## config.mk

```make
export PLATFORM = sky130hd
export DESIGN_NAME = ide_xfer_sequencer_flat
export DESIGN_NICKNAME = d
export VERILOG_FILES = /design/src/rtl/ide_xfer_sequencer_pkg.sv /design/src/rtl/ide_xfer_sequencer_if.sv /design/src/rtl/ide_xfer_sequencer_port_arbiter.sv /design/src/rtl/ide_xfer_sequencer.sv /design/src/flat_wrapper.sv
export SDC_FILE = /design/constraint.sdc
export NUM_CORES = 1
export LEC_CHECK = 0
export ABC_AREA = 1
export CAP_MARGIN = 20
export CORE_ASPECT_RATIO = 0.5
export CORE_UTILIZATION = 45
export DETAILED_ROUTE_END_ITERATION = 16
export PLACE_DENSITY = 0.79
export REMOVE_ABC_BUFFERS = 1
export SLEW_MARGIN = 20
export SYNTH_ARGS = -nofsm -noshare
export SYNTH_HDL_FRONTEND = slang
export SYNTH_SLANG_ARGS = --single-unit
```

## constraint.sdc

```tcl
create_clock -name clk -period 2.2 [get_ports clk]
set_input_delay 0.44 -clock clk [delete_from_list [all_inputs] [get_ports clk]]
set_output_delay 0.44 -clock clk [all_outputs]
set_load 0.01 [all_outputs]
```

## src/rtl/ide_xfer_sequencer_pkg.sv

```systemverilog
// Shared types and constants for the IDE transfer sequencer: FSM states,
// IDE register offsets and the status/flag byte values it writes.
package ide_seq_pkg;

  typedef enum logic [3:0] {
    S_IDLE,
    S_FILL,
    S_ARM_CTL,
    S_ARM_POS,
    S_ARM_TGT,
    S_ARM_STS,
    S_WAIT,
    S_ACK,
    S_ERR_REG,
    S_FIN
  } seq_state_t;

  localparam logic [9:0] REG_STATUS_IRQ = 10'h000;
  localparam logic [9:0] REG_ERROR      = 10'h001;
  localparam logic [9:0] REG_IOCONTROL  = 10'h002;
  localparam logic [9:0] REG_IOPOS      = 10'h003;
  localparam logic [9:0] REG_IOTARGET   = 10'h005;
  localparam logic [9:0] REG_FLAGS      = 10'h006;
  localparam logic [9:0] BUF_BASE       = 10'h200;

  localparam logic [7:0] STS_ARMED     = 8'h58;
  localparam logic [7:0] STS_ABORTED   = 8'h51;
  localparam logic [7:0] ERR_ABORT     = 8'h04;
  localparam logic [7:0] FLAG_DATA_CLR = 8'h20;

  localparam int FLAG_DATA_BIT = 5;

  function automatic logic [9:0] buf_addr(input logic [8:0] idx);
    return BUF_BASE + {1'b0, idx};
  endfunction

endpackage

```

## src/rtl/ide_xfer_sequencer_if.sv

```systemverilog
// CPU-side and IDE-side register/buffer buses shared by the sequencer and
// its port arbiter; master is the sequencer view, slave the environment view.
interface ide_xfer_sequencer_if;

  logic [9:0] cpu_a;
  logic [7:0] cpu_d_in;
  logic       cpu_cs;
  logic       cpu_oe;
  logic       cpu_we;
  logic [7:0] cpu_d_out;
  logic       cpu_wait;

  logic [9:0] ide_a;
  logic [7:0] ide_d_out;
  logic       ide_cs;
  logic       ide_oe;
  logic       ide_we;
  logic [7:0] ide_d_in;
  logic       ide_wait;

  modport master (
    input  cpu_a, cpu_d_in, cpu_cs, cpu_oe, cpu_we, ide_d_in, ide_wait,
    output cpu_d_out, cpu_wait, ide_a, ide_d_out, ide_cs, ide_oe, ide_we
  );

  modport slave (
    output cpu_a, cpu_d_in, cpu_cs, cpu_oe, cpu_we, ide_d_in, ide_wait,
    input  cpu_d_out, cpu_wait, ide_a, ide_d_out, ide_cs, ide_oe, ide_we
  );

endinterface

```

## src/rtl/ide_xfer_sequencer_port_arbiter.sv

```systemverilog
// IDE port mux: the sequencer wins any cycle it issues an access, otherwise
// the CPU bus passes straight through; the CPU is stalled while it loses.
module ide_seq_port_arbiter (
  input  logic                        rst,
  input  logic                        i_seq_own,
  input  logic [9:0]                  i_seq_a,
  input  logic [7:0]                  i_seq_d,
  input  logic                        i_seq_oe,
  input  logic                        i_seq_we,
  ide_xfer_sequencer_if.master        bus
);

  always_comb begin
    bus.cpu_wait  = bus.cpu_cs & (i_seq_own | bus.ide_wait);
    bus.cpu_d_out = i_seq_own ? 8'h00 : bus.ide_d_in;
    bus.ide_cs    = 1'b0;
    bus.ide_oe    = 1'b0;
    bus.ide_we    = 1'b0;
    bus.ide_a     = 10'h000;
    bus.ide_d_out = 8'h00;
    // Reset keeps the port released even if the CPU side is still active.
    if (i_seq_own) begin
      bus.ide_cs    = 1'b1;
      bus.ide_oe    = i_seq_oe;
      bus.ide_we    = i_seq_we;
      bus.ide_a     = i_seq_a;
      bus.ide_d_out = i_seq_d;
    end else if (!rst) begin
      bus.ide_cs    = bus.cpu_cs;
      bus.ide_oe    = bus.cpu_oe;
      bus.ide_we    = bus.cpu_we;
      bus.ide_a     = bus.cpu_a;
      bus.ide_d_out = bus.cpu_d_in;
    end
  end

endmodule

```

## src/rtl/ide_xfer_sequencer.sv

```systemverilog
// Chunked IDE buffer-fill / handshake sequencer with CPU pass-through.
// Optional macro IDE_SEQ_WATCHDOG_EN adds a WAIT-state timeout that acts as abort.
module ide_xfer_sequencer
  import ide_seq_pkg::*;
(
  input  logic                 clk,
  input  logic                 rst,
  ide_xfer_sequencer_if.master bus,
  input  logic                 start,
  input  logic                 abort,
  input  logic [7:0]           nchunks,
  input  logic [7:0]           chunk_words,
  input  logic [7:0]           final_status,
  input  logic [7:0]           src_data,
  input  logic                 src_valid,
  output logic                 src_ready,
  output logic                 busy,
  output logic                 done,
  output logic                 err
);

  seq_state_t r_state;
  seq_state_t w_next;
  logic [8:0] r_byte_idx;
  logic [7:0] r_chunks;
  logic [7:0] r_wm1;
  logic [7:0] r_final;
  logic       r_err;
  logic       r_done;

  logic       w_abort;
  logic       w_accept;
  logic       w_last_byte;
  logic       w_own;
  logic [9:0] w_a;
  logic [7:0] w_d;
  logic       w_oe;
  logic       w_we;

`ifdef IDE_SEQ_WATCHDOG_EN
  logic [15:0] r_wdog;
  logic        w_wdog_expired;

  assign w_wdog_expired = (r_state == S_WAIT) && (r_wdog == 16'hFFFE);
  assign w_abort        = abort | w_wdog_expired;

  // Held at zero outside WAIT so every WAIT entry starts a fresh count.
  always_ff @(posedge clk) begin
    if (rst || r_state != S_WAIT) r_wdog <= 16'h0000;
    else                          r_wdog <= r_wdog + 16'h0001;
  end
`else
  assign w_abort = abort;
`endif

  assign src_ready   = (r_state == S_FILL) && !w_abort;
  assign w_accept    = src_ready && src_valid;
  assign w_last_byte = (r_byte_idx == {r_wm1, 1'b1});
  assign busy        = (r_state != S_IDLE);
  assign done        = r_done;
  assign err         = r_err;

  always_comb begin
    w_next = r_state;
    w_own  = 1'b0;
    w_a    = 10'h000;
    w_d    = 8'h00;
    w_oe   = 1'b0;
    w_we   = 1'b0;
    case (r_state)
      S_IDLE:    if (start) w_next = (nchunks == 8'd0) ? S_FIN : S_FILL;
      S_FILL: begin
        if (w_accept) begin
          {w_own, w_we, w_a, w_d} = {1'b1, 1'b1, buf_addr(r_byte_idx), src_data};
          if (w_last_byte) w_next = S_ARM_CTL;
        end
      end
      S_ARM_CTL: begin
        {w_own, w_we, w_a, w_d} = {1'b1, 1'b1, REG_IOCONTROL, 8'h00};
        w_next = S_ARM_POS;
      end
      S_ARM_POS: begin
        {w_own, w_we, w_a, w_d} = {1'b1, 1'b1, REG_IOPOS, 8'h00};
        w_next = S_ARM_TGT;
      end
      S_ARM_TGT: begin
        {w_own, w_we, w_a, w_d} = {1'b1, 1'b1, REG_IOTARGET, r_wm1};
        w_next = S_ARM_STS;
      end
      S_ARM_STS: begin
        {w_own, w_we, w_a, w_d} = {1'b1, 1'b1, REG_STATUS_IRQ, STS_ARMED};
        w_next = S_WAIT;
      end
      S_WAIT: begin
        {w_own, w_oe, w_a} = {1'b1, 1'b1, REG_FLAGS};
        if (bus.ide_d_in[FLAG_DATA_BIT]) w_next = S_ACK;
      end
      S_ACK: begin
        {w_own, w_we, w_a, w_d} = {1'b1, 1'b1, REG_FLAGS, FLAG_DATA_CLR};
        w_next = (r_chunks <= 8'd1) ? S_FIN : S_FILL;
      end
      S_ERR_REG: begin
        {w_own, w_we, w_a, w_d} = {1'b1, 1'b1, REG_ERROR, ERR_ABORT};
        w_next = S_FIN;
      end
      S_FIN: begin
        {w_own, w_we, w_a} = {1'b1, 1'b1, REG_STATUS_IRQ};
        w_d    = r_err ? STS_ABORTED : r_final;
        w_next = S_IDLE;
      end
      default:   w_next = S_IDLE;
    endcase
    if (w_abort && r_state != S_IDLE) w_next = S_ERR_REG;
  end

  // Job parameters are latched on start; chunk_words of 0 wraps to 0xFF = 256 words.
  always_ff @(posedge clk) begin
    if (rst) begin
      r_state    <= S_IDLE;
      r_byte_idx <= 9'd0;
      r_chunks   <= 8'd0;
      r_wm1      <= 8'd0;
      r_final    <= 8'd0;
      r_err      <= 1'b0;
      r_done     <= 1'b0;
    end else begin
      r_state <= w_next;
      r_done  <= (r_state == S_FIN) && (w_next == S_IDLE);
      case (r_state)
        S_IDLE: begin
          if (start) begin
            r_chunks   <= nchunks;
            r_wm1      <= chunk_words - 8'd1;
            r_final    <= final_status;
            r_err      <= 1'b0;
            r_byte_idx <= 9'd0;
          end
        end
        S_FILL:  if (w_accept && !w_last_byte) r_byte_idx <= r_byte_idx + 9'd1;
        S_ACK: begin
          r_byte_idx <= 9'd0;
          if (r_chunks != 8'd0) r_chunks <= r_chunks - 8'd1;
        end
        default: ;
      endcase
      if (w_next == S_ERR_REG) r_err <= 1'b1;
    end
  end

  ide_seq_port_arbiter u_arbiter (
    .rst       (rst),
    .i_seq_own (w_own),
    .i_seq_a   (w_a),
    .i_seq_d   (w_d),
    .i_seq_oe  (w_oe),
    .i_seq_we  (w_we),
    .bus       (bus)
  );

endmodule

```

## src/flat_wrapper.sv

```systemverilog
// flat-port wrapper written by rule: the top's interface ports become plain ports
module ide_xfer_sequencer_flat import ide_seq_pkg::*;
  (clk, rst, start, abort, nchunks, chunk_words, final_status, src_data, src_valid, src_ready, busy, done, err, bus_cpu_a, bus_cpu_d_in, bus_cpu_cs, bus_cpu_oe, bus_cpu_we, bus_ide_d_in, bus_ide_wait, bus_cpu_d_out, bus_cpu_wait, bus_ide_a, bus_ide_d_out, bus_ide_cs, bus_ide_oe, bus_ide_we);
  ide_xfer_sequencer_if bus_i ();
  input  logic clk;
  input  logic rst;
  input  logic start;
  input  logic abort;
  input  logic [7:0] nchunks;
  input  logic [7:0] chunk_words;
  input  logic [7:0] final_status;
  input  logic [7:0] src_data;
  input  logic src_valid;
  output logic src_ready;
  output logic busy;
  output logic done;
  output logic err;
  input wire logic [$bits(bus_i.cpu_a)-1:0] bus_cpu_a;
  input wire logic [$bits(bus_i.cpu_d_in)-1:0] bus_cpu_d_in;
  input wire logic [$bits(bus_i.cpu_cs)-1:0] bus_cpu_cs;
  input wire logic [$bits(bus_i.cpu_oe)-1:0] bus_cpu_oe;
  input wire logic [$bits(bus_i.cpu_we)-1:0] bus_cpu_we;
  input wire logic [$bits(bus_i.ide_d_in)-1:0] bus_ide_d_in;
  input wire logic [$bits(bus_i.ide_wait)-1:0] bus_ide_wait;
  output wire logic [$bits(bus_i.cpu_d_out)-1:0] bus_cpu_d_out;
  output wire logic [$bits(bus_i.cpu_wait)-1:0] bus_cpu_wait;
  output wire logic [$bits(bus_i.ide_a)-1:0] bus_ide_a;
  output wire logic [$bits(bus_i.ide_d_out)-1:0] bus_ide_d_out;
  output wire logic [$bits(bus_i.ide_cs)-1:0] bus_ide_cs;
  output wire logic [$bits(bus_i.ide_oe)-1:0] bus_ide_oe;
  output wire logic [$bits(bus_i.ide_we)-1:0] bus_ide_we;
  assign bus_i.cpu_a = bus_cpu_a;
  assign bus_i.cpu_d_in = bus_cpu_d_in;
  assign bus_i.cpu_cs = bus_cpu_cs;
  assign bus_i.cpu_oe = bus_cpu_oe;
  assign bus_i.cpu_we = bus_cpu_we;
  assign bus_i.ide_d_in = bus_ide_d_in;
  assign bus_i.ide_wait = bus_ide_wait;
  assign bus_cpu_d_out = bus_i.cpu_d_out;
  assign bus_cpu_wait = bus_i.cpu_wait;
  assign bus_ide_a = bus_i.ide_a;
  assign bus_ide_d_out = bus_i.ide_d_out;
  assign bus_ide_cs = bus_i.ide_cs;
  assign bus_ide_oe = bus_i.ide_oe;
  assign bus_ide_we = bus_i.ide_we;
  ide_xfer_sequencer u_core (.clk(clk), .rst(rst), .bus(bus_i), .start(start), .abort(abort), .nchunks(nchunks), .chunk_words(chunk_words), .final_status(final_status), .src_data(src_data), .src_valid(src_valid), .src_ready(src_ready), .busy(busy), .done(done), .err(err));
endmodule
```

### Word-level counts from Yosys, hierarchy flattened

Index checks and enable logic that the tools add are counted.

* add/sub/neg operators: 4
* multipliers: 0
* div/mod/pow operators: 0
* order comparisons: 1
* equal/unequal tests: 14
* shifts and indexed selects: 0
* muxes and demuxes: 37
* bitwise operators: 2
* reduce and logical (&&, ||, !) cells: 23

Operators by type and width (count)
* $pmux 10 s6: 1
* $mux 8: 7
* $pmux 8 s6: 1
* $pmux 4 s9: 1
* $mux 10: 3
* $mux 4: 7
* $pmux 9 s3: 1
* $mux 9: 2
* $eq 4x3->1 const B: 4
* $pmux 8 s2: 1
* $sub 8x1->8 const B: 2
* $eq 4x4->1 const B: 3
* $mux 1: 11
* $add 10x9->10 const A: 1
* $add 9x1->9 const B: 1
* $eq 9x9->1: 1
* $eq 4x2->1 const B: 2
* $le 8x1->1 const B: 1
* $logic_not 4->1: 2
* $logic_not 8->1: 1
* $reduce_bool 8->1: 1
* $reduce_or 8->1: 1
* $reduce_or 7->1: 1
* $reduce_and 3->1: 2
* 13 further kinds: 23

* flip-flop bits (word level): 39
* bits in latches: 0
* bits in writable memories: 0
* memory bits (read-only): 0
* bits of input ports: 67
* output and inout bits: 34
* word-level logic and storage cells: 88
* memories kept: 0

### Logic depth before layout (Yosys ltp)

Gate-level depths: netlist of run 1.

* depth in word-level cells: 9
* gate-level depth with buffers: 13

### Cells and area by module

A second synthesis of run 1 with hierarchy kept.

* cells, all modules: 464
* area, all modules: 2912.8 µm²

By module, submodules not included
* ide_xfer_sequencer: times used 1, cells an instance 378, area each 2512.4 µm²
* ide_seq_port_arbiter: times used 1, cells an instance 86, area each 400.4 µm²

### Least setup slack after synthesis of run 1

No wires, ideal clock.

* path type: reg-to-output
* from: reg u_core.r_state[0]
* to: out bus_cpu_wait
* arrival: 1.454 ns
* required time: 1.760 ns
* slack: 0.306 ns
* cell stages (with the launch flop): 10
* cells stage by stage: dfxtp_1 inv_2 nor2_4 nand2_4 nor2_8 nand2_8 nand3_1 buf_2 nor2_1 nor2_1

* longest elaborated chain between the ends: 7

Ends and longest elaborated chain
* start: declaration: RTL line ide_xfer_sequencer.sv:22 `seq_state_t r_state;`
* start signal: assignment: RTL line ide_xfer_sequencer.sv:127 `r_state <= w_next;`
* $eq 4x1->1: RTL line ide_xfer_sequencer.sv:56 `assign src_ready = (r_state == S_FILL) && !w_abort;`
* $logic_and 1x1->1: RTL line ide_xfer_sequencer.sv:56
* via src_ready: RTL line flat_wrapper.sv:14 `output logic src_ready;`
* $logic_and 1x1->1: RTL line ide_xfer_sequencer.sv:57 `assign w_accept = src_ready && src_valid;`
* $mux 1: RTL line ide_xfer_sequencer.sv:73 `if (w_accept) begin`
* $pmux 1 s2: RTL line ide_xfer_sequencer.sv:70 `case (r_state)`
* $or 1x1->1: RTL line ide_xfer_sequencer_port_arbiter.sv:14 `bus.cpu_wait = bus.cpu_cs & (i_seq_own | bus.ide_wait);`
* $and 1x1->1: RTL line ide_xfer_sequencer_port_arbiter.sv:14
* end: declaration: RTL line flat_wrapper.sv:26 `output wire logic [$bits(bus_i.cpu_wait)-1:0] bus_cpu_wait;`

The timed path passes the listed nets, and every way through them passes these cells.

### Final worst setup path of run 1

* from: reg u_core.r_state[3]
* to: out bus_ide_a[2]

* longest elaborated chain between the ends: 6

Ends and longest elaborated chain
* $eq 4x1->1: RTL line ide_xfer_sequencer.sv:56, ide_xfer_sequencer.sv:70
* $logic_and 1x1->1: RTL line ide_xfer_sequencer.sv:56
* $logic_and 1x1->1: RTL line ide_xfer_sequencer.sv:57
* $mux 10 or $mux 1 (tied branches): RTL line ide_xfer_sequencer.sv:73
* $pmux 10 s6 or $pmux 1 s2 (tied branches): RTL line ide_xfer_sequencer.sv:70
* $mux 10 (*): RTL line ide_xfer_sequencer_port_arbiter.sv:22 `if (i_seq_own) begin`
* end: declaration: RTL line flat_wrapper.sv:27 `output wire logic [$bits(bus_i.ide_a)-1:0] bus_ide_a;`

Mark *: on every way between the ends. The rest lies on a longest branch, timed or not.

==> results.json, run 1 <==
{
  "globalplace.congestion": 0.8793,
  "rsz0062_at_grt": "yes",
  "drt_iter0_drc": 284,
  "skew_ns": 0.006058,
  "vias_per_cell": 5.244,
  "synth_seq_area_share_pct": 28.33,
  "final.setup.worst_slack_ns": -0.1923,
  "synthCells": 437,
  "nets": 657,
  "worstSetupPathType": "reg2out",
  "critPathTopFamily": "simple AND/OR/NAND/NOR gates",
  "cp-start-kind": "register",
  "hold_violations": 0,
  "crit_path_top_delay_cell": "dfxtp_2",
  "n_antenna_cell": 0,
  "setup_tns_ns": -3.537,
  "mappedNetlistArea_mm2": 0.002756,
  "io_buffer_count": 100,
  "drive_gt1_share_pct": 24.06,
  "finalWirelength_um": 9848,
  "htreeDepth": 2,
  "power_mw": 2.885,
  "fmax_ghz": 0.4180,
  "r2r_setup_slack_ns": 0.32,
  "violations": "negative setup slack",
  "routedWlPerCell_um": 14.94,
  "min_from": "u_core.r_chunks[7]$_SDFFE_PP0P_",
  "cts_made_buffers": 5,
  "crit_top_cell": "nor2_4",
  "row_count": 19,
  "grt_max_degree": 21,
  "yosys_most_used_dff": "dfxtp_1",
  "grt_overflow": 0,
  "hpwl_um": 6815,
  "hold_class": "reg2reg",
  "via_count": 3456,
  "hold_path_end": "u_core.r_chunks[7]$_SDFFE_PP0P_",
  "slew_headroom_pct": 63.64,
  "start_util_pct": 48.51,
  "finalInstanceArea_mm2": 0.004383,
  "synth_cell_types": 40,
  "cpPeakStageDelay_ns": 0.33,
  "cp_num_buf_inv": 4,
  "synth_edf_count": 0,
  "antenna_left": 0,
  "clk_latency_ns": 0.29,
  "track_usage_pct": 31.28,
  "clk_pin_slew_ns": 0.05,
  "tightest_slew_ns": 0.5448,
  "drc": 0,
  "timing.rr.start": "u_core.r_state[3]$_SDFF_PP0_",
  "setup_viol": 30,
  "max-vdd-ir-drop_mv": 0.3078,
  "crit_chain": "buf_6 > nor2_4 > nand2_4 > nor2_2 > nor3_2 > nand3_2 > nor2_4 > buf_12 > buf_16 > a21o_1 > buf_2",
  "pwr-share-clk_pct": 24.4,
  "cp.arrival_ns": 1.95,
  "clock-sinks": 39,
  "grt_pass1_vias": 3305,
  "dieArea_mm2": 0.006461,
  "grt_first_pass_wirelength_um": 15690,
  "synth_seq_cells": 39,
  "antenna_found_initial": 0,
  "pre_cts_ws_ns": -0.5493,
  "p_switching_mw": 1.079,
  "fin_util_pct": 77.14,
  "drtPass1Iterations": 4,
  "cts_tree": "done",
  "combPwrFrac_pct": 45.0,
  "core_mm2": 0.005682,
  "area_growth_syn_to_layout_pct": 59.01,
  "chipHeight_um": 57.34,
  "cts_hold_buf": 0,
  "max-cap-violations": 0,
  "pwr_density_cell_mw_per_mm2": 658.3,
  "internal_power_mw": 1.806,
  "cp_max_fo": 5,
  "yosys_warnings": 0,
  "num_io_pins": 101,
  "placed_area_mm2": 0.004111,
  "die_w_um": 112.7,
  "seqPwrFrac_pct": 30.6,
  "leakagePower_nw": 2.038,
  "clockBufferDepth": 2,
  "end_kind": "primary output",
  "fin_crit_ns": 2.392,
  "maxSlewViolCount": 0,
  "required_ns": 1.76,
  "worst_r2r_endpoint": "u_core.r_chunks[3]$_SDFFE_PP0P_",
  "outcome": "finished with violations",
  "swShare_pct": 37.41,
  "cts_root_buf": "clkbuf_16",
  "avgSynthCellArea_um2": 6.308,
  "min_period_over_period_pct": 108.7,
  "ys_async_sr_fraction_pct": 0,
  "reg2reg_depth": 12,
  "holdPathStages": 2
}
## placed cells by master, fill, tap and decap left out, types with 9 or more instances in the layout
cell	netlist	final
nand3_1	27	24
a21oi_1	27	27
buf_4	3	47
inv_1	52	49
dfxtp_1	39	35
nand2_4	4	9
nand4_1	9	9
buf_2	4	29
clkdlybuf4s50_1	0	68
nor2_1	60	57
nand2_2	2	12
o21ai_0	34	33
nand2_1	104	89
## worst max path at each step
stage | start | endpoint | slack (ns) | depth (start not counted)
2_1_floorplan | u_core.r_state[3]$_SDFF_PP0_ | bus_ide_a[3] | -0.43 | 10
5_1_grt | u_core.r_state[3]$_SDFF_PP0_ | bus_ide_a[2] | -0.26 | 11
6_report | u_core.r_state[3]$_SDFF_PP0_ | bus_ide_a[2] | -0.19 | 11
3_5_place_dp | abort | bus_ide_a[8] | -0.55 | 9
3_3_place_gp | abort | bus_ide_a[5] | -0.51 | 9
4_1_cts | u_core.r_state[3]$_SDFF_PP0_ | bus_ide_d_out[6] | -0.18 | 12
## final cells by class
cell class                 count  area (µm²)
clock buffer                   7       132.6
tap                           73       91.34
clock inverter                 1       5.005
sequential                    39       790.8
fill                         445        1299
inverter                      56       220.2
multi-input combinational    329        1812
timing repair buffer         154        1331
## registers in the layout (all words and copies together) (netlist names)
name and count:
u_core.r_wm1 8, u_core.r_final 8, u_core.err 1, u_core.r_chunks 8, u_core.r_state 4, u_core.r_byte_idx 9
u_core.done 1
## kinds of logic after synthesis
kind of cell | share of synthesized area (%)
adder cells (fa/ha/maj) | 2.270
flip-flops | 28.33
AO/OA/AOI/OAI | 17.75
buffers and inverters | 10.17
AND/OR/NAND/NOR | 38.31
XOR/XNOR | 3.177
## per-stage QoR
step,hold slack (ns),std cells
floorplan,0.4492,424
global placement,0.4755,639
detailed placement,0.4822,639
CTS,0.4935,658
global route,0.5270,659
finish,0.4932,659
## cell usage after synthesis, types with 2 or more instances
master | count | area share (%)
nand2_1 | 104 | 14
nor2_1 | 60 | 8.2
inv_1 | 52 | 7.1
dfxtp_1 | 39 | 28
o21ai_0 | 34 | 6.2
a21oi_1 | 27 | 4.9
nand3_1 | 27 | 4.9
nand4_1 | 9 | 2.0
clkbuf_1 | 6 | 0.82
o21ai_1 | 6 | 1.1
xor2_1 | 6 | 1.9
ha_1 | 5 | 2.3
nor3_1 | 5 | 0.91
a221oi_1 | 4 | 1.3
a22oi_1 | 4 | 1.1
buf_2 | 4 | 0.73
nand2_4 | 4 | 1.6
xnor2_1 | 4 | 1.3
buf_4 | 3 | 0.82
nor2_4 | 3 | 1.2
o211ai_1 | 3 | 0.82
a211oi_1 | 2 | 0.54
a31oi_1 | 2 | 0.45
inv_2 | 2 | 0.27
nand2_2 | 2 | 0.45
nand2_8 | 2 | 1.5
nor2_2 | 2 | 0.45
nor3_2 | 2 | 0.73
nor4_1 | 2 | 0.45
or2_2 | 2 | 0.45
## power by group through the flow
| stage | Combinational [mW] | Sequential, mW | Clock (mW) |
|---|---|---|---|
| floorplan | 0.635 | 0.871 | 0 |
| global placement | 1.19 | 0.888 | 0 |
| detailed placement | 1.21 | 0.887 | 0 |
| CTS | 1.26 | 0.878 | 0.710 |
| global route | 1.41 | 0.893 | 0.734 |
| finish | 1.30 | 0.883 | 0.704 |
## worst min-delay path: stages (launching register included)
cell and delay (ns):
dfxtp_1 0.32, nand2_1 0.07, a21oi_1 0.06
## metal layers
| metal | GRT usage, % | routed length [µm] | vias to the layer above |
|---|---|---|---|
| li1 | - | - | 1725 |
| met1 | 42.48 | 4581 | 1594 |
| met2 | 52.03 | 4538 | 121 |
| met3 | 5.101 | 569 | 16 |
| met4 | 8.952 | 158 | 0 |
| met5 | 0 | 0 | - |
## repair_timing
item	in CTS	in global routing
gates cloned	3	0
setup endpoints to repair	31	31
pin swaps	9	7
gates resized for setup	157	17
buffers inserted	8	2
Note: power is estimated with default switching activity, not from simulation.
==> run 2, diff against run 1 <==
ABC_AREA = default   (was 1)
REMOVE_ABC_BUFFERS = default   (was 1)
==> run 2 against run 1 <==
  * The run ends with design-rule violations, negative setup slack left
  * Clock skew is 0.0013 ns higher
  * Non-clock buffer count is 19 higher
  * Combinational power is 38% higher
  * Maximum frequency is 5.3% lower
  * Critical path type unchanged
  * Largest power group unchanged
  * Highest routed layer unchanged
==> results.json, run 2 <==
{
  "outcome": "finished with violations",
  "violations": "design-rule violations, negative setup slack",
  "worstSetupPathType": "reg2out",
  "mappedNetlistArea_mm2": 0.002724,
  "max-vdd-ir-drop_mv": 0.5064,
  "core_mm2": 0.005658,
  "maxSlewViolCount": 0,
  "p_switching_mw": 1.305,
  "leakagePower_nw": 1.920,
  "crit_path_top_delay_cell": "o21ai_0",
  "area_growth_syn_to_layout_pct": 64.91,
  "grt_max_degree": 34,
  "rsz0062_at_grt": "yes",
  "via_count": 3547,
  "num_io_pins": 101,
  "syn_nets": 429,
  "setup_viol": 30,
  "synthCells": 357,
  "r2r_setup_slack_ns": 0.06,
  "hpwl_um": 7428,
  "pre_cts_ws_ns": -0.6109,
  "hold_violations": 0,
  "clk_pin_slew_ns": 0.06,
  "end_kind": "primary output",
  "clock-sinks": 39,
  "crit_chain": "buf_4 > o21ai_0 > a21boi_4 > and2_4 > buf_6 > a221o_1 > buf_2",
  "cp-start-kind": "register",
  "nets": 588,
  "globalplace.congestion": 0.8956,
  "final_common_cell": "clkdlybuf4s50_1",
  "max-cap-violations": 0,
  "cp.arrival_ns": 2.09,
  "drc": 1,
  "cts_tree": "done",
  "fin_util_pct": 79.39,
  "avgSynthCellArea_um2": 7.630,
  "clockBufferDepth": 2,
  "skew_ns": 0.007342,
  "synth_area_leaders": "dfxtp_1, nand2_1, nor2_1",
  "antenna_left": 0,
  "synth_edf_count": 0,
  "largest_register": "u_core.r_byte_idx",
  "grt_first_pass_wirelength_um": 16020,
  "largest_register_ffs": 9,
  "internal_power_mw": 2.109,
  "slew_headroom_pct": 69.29,
  "start_util_pct": 48.14,
  "antenna_found_initial": 0,
  "synth.most_common_cell": "nand2_1",
  "die_w_um": 112.0,
  "hold_class": "reg2reg",
  "pwr_density_cell_mw_per_mm2": 760.0,
  "synth_seq_area_share_pct": 28.66,
  "yosys_most_used_dff": "dfxtp_1",
  "drt_iter0_drc": 437,
  "cts_hold_buf": 0,
  "synth_seq_cells": 39,
  "layout_common_cells": "clkdlybuf4s50_1, buf_4, nand2_1",
  "grt_pass1_vias": 3312,
  "row_count": 19,
  "dieArea_mm2": 0.006387,
  "io_buffer_count": 100,
  "seqPwrFrac_pct": 27.1,
  "routedWlPerCell_um": 18.50,
  "pwr-share-clk_pct": 20.2,
  "synthDominantCellAreaShare_pct": 28.66,
  "cts_made_buffers": 5,
  "yosys_warnings": 0,
  "n_antenna_cell": 0,
  "finalWirelength_um": 10880,
  "ys_async_sr_fraction_pct": 0,
  "chipHeight_um": 57.02,
  "synth_cell_types": 60,
  "cp_max_fo": 4,
  "drtPass1Iterations": 11,
  "track_usage_pct": 32.08,
  "yosysTopAreaCell": "dfxtp_1",
  "cts_root_buf": "clkbuf_16",
  "vias_per_cell": 6.032,
  "min_period_over_period_pct": 114.8,
  "power_mw": 3.414,
  "swShare_pct": 38.22,
  "grt_overflow": 0,
  "tightest_slew_ns": 0.4558,
  "drive_gt1_share_pct": 28.74,
  "fin_crit_ns": 2.526,
  "synthTopCellsByCount": "nand2_1, dfxtp_1, nor2_1, o21ai_0, a21oi_1",
  "cpPeakStageDelay_ns": 0.39,
  "combPwrFrac_pct": 52.8,
  "required_ns": 1.76,
  "timing.hold.ws_ns": 0.4551,
  "final.setup.worst_slack_ns": -0.3259,
  "fmax_ghz": 0.3959,
  "htreeDepth": 2,
  "clk_latency_ns": 0.29
}
==> run 2: cell types whose count changed after synthesis, moves of 6 or more <==
cell      change
a211oi_1      +8
o21ai_0      -11
a221o_1       +8
nand4_1       -7
nand2b_1     +11
nor2_1       -27
and2_1       +12
nand2_1      -57
o21ai_1       -6
and3_1        +7
nand3_1      -17
inv_1        -41
clkbuf_1     +10
==> run 2: path summary, 6_finish.rpt <==
check,start,to,cells past startpoint
worst max-delay path,u_core.r_state[2]$_SDFF_PP0_,bus_ide_we,7
worst min-delay path,u_core.r_final[7]$_SDFFE_PP0P_,u_core.r_final[7]$_SDFFE_PP0P_,2
worst max register to register,u_core.r_state[2]$_SDFF_PP0_,u_core.r_chunks[5]$_SDFFE_PP0P_,9
worst min register to register,u_core.r_final[7]$_SDFFE_PP0P_,u_core.r_final[7]$_SDFFE_PP0P_,2
==> run 2: kinds of logic (layout without fill, tap and decap cells) <==
group           after synthesis  after routing  share of synthesized area, %
compound gates              110            110                         29.35
xor+xnor                     11             11                         3.537
fa+ha+maj                     5              5                         2.297
buf+inv                      35            191                         5.374
flops                        39             39                         28.66
mux                           2              2                        0.7350
simple gates                155            157                         30.04
==> run 2: layer usage <==
metal  vias to the layer above  GRT usage (%)  share of wire, %
li1                       1629              -                 -
met1                      1678          42.39                42
met2                       198          54.48                47
met3                        42          5.420               8.5
met4                         0          10.29               2.5
met5                         -              0                 0
==> run 2: timing repair <==
action                     CTS  global route
buffers inserted            13             5
setup endpoints to repair   33            39
pin swaps                   11            10
gates cloned                 2             0
gates resized for setup    160            19
==> run 2: power groups by stage <==
| stage | logic (mW) | clock network [mW] | registers (mW) |
|---|---|---|---|
| after floorplan | 0.886 | 0 | 0.901 |
| after global placement | 1.61 | 0 | 0.928 |
| after detailed placement | 1.65 | 0 | 0.932 |
| after CTS | 1.69 | 0.685 | 0.917 |
| after global routing | 1.91 | 0.727 | 0.935 |
| final | 1.80 | 0.688 | 0.924 |
==> run 2: through the flow <==
stage / cells / setup TNS [ns] / instance area (µm²)
6_report: 588 / -6.800 / 4492
2_1_floorplan: 357 / -0.1702 / 2751
3_5_place_dp: 563 / -14.92 / 4188
4_1_cts: 584 / -4.569 / 4402
3_3_place_gp: 563 / -13.41 / 4188
5_1_grt: 588 / -7.665 / 4492
==> run 2: worst max-delay path: cells and delay by family (launching register included) <==
family / cells / cell delay (ns)
buffers and inverters: 3 / 0.41
and+or+nand+nor: 1 / 0.18
DFF: 1 / 0.36
AOI/OAI and AO/OA: 3 / 0.84
==> run 2: cell type report <==
| cell class | instances | area [µm²] |
|---|---|---|
| Clock buffer | 6 | 128.9 |
| Fill cell | 401 | 1166 |
| Inverter | 12 | 45.04 |
| Multi-Input combinational cell | 285 | 1937 |
| Sequential cell | 39 | 790.8 |
| Tap cell | 73 | 91.34 |
| Timing Repair Buffer | 173 | 1499 |
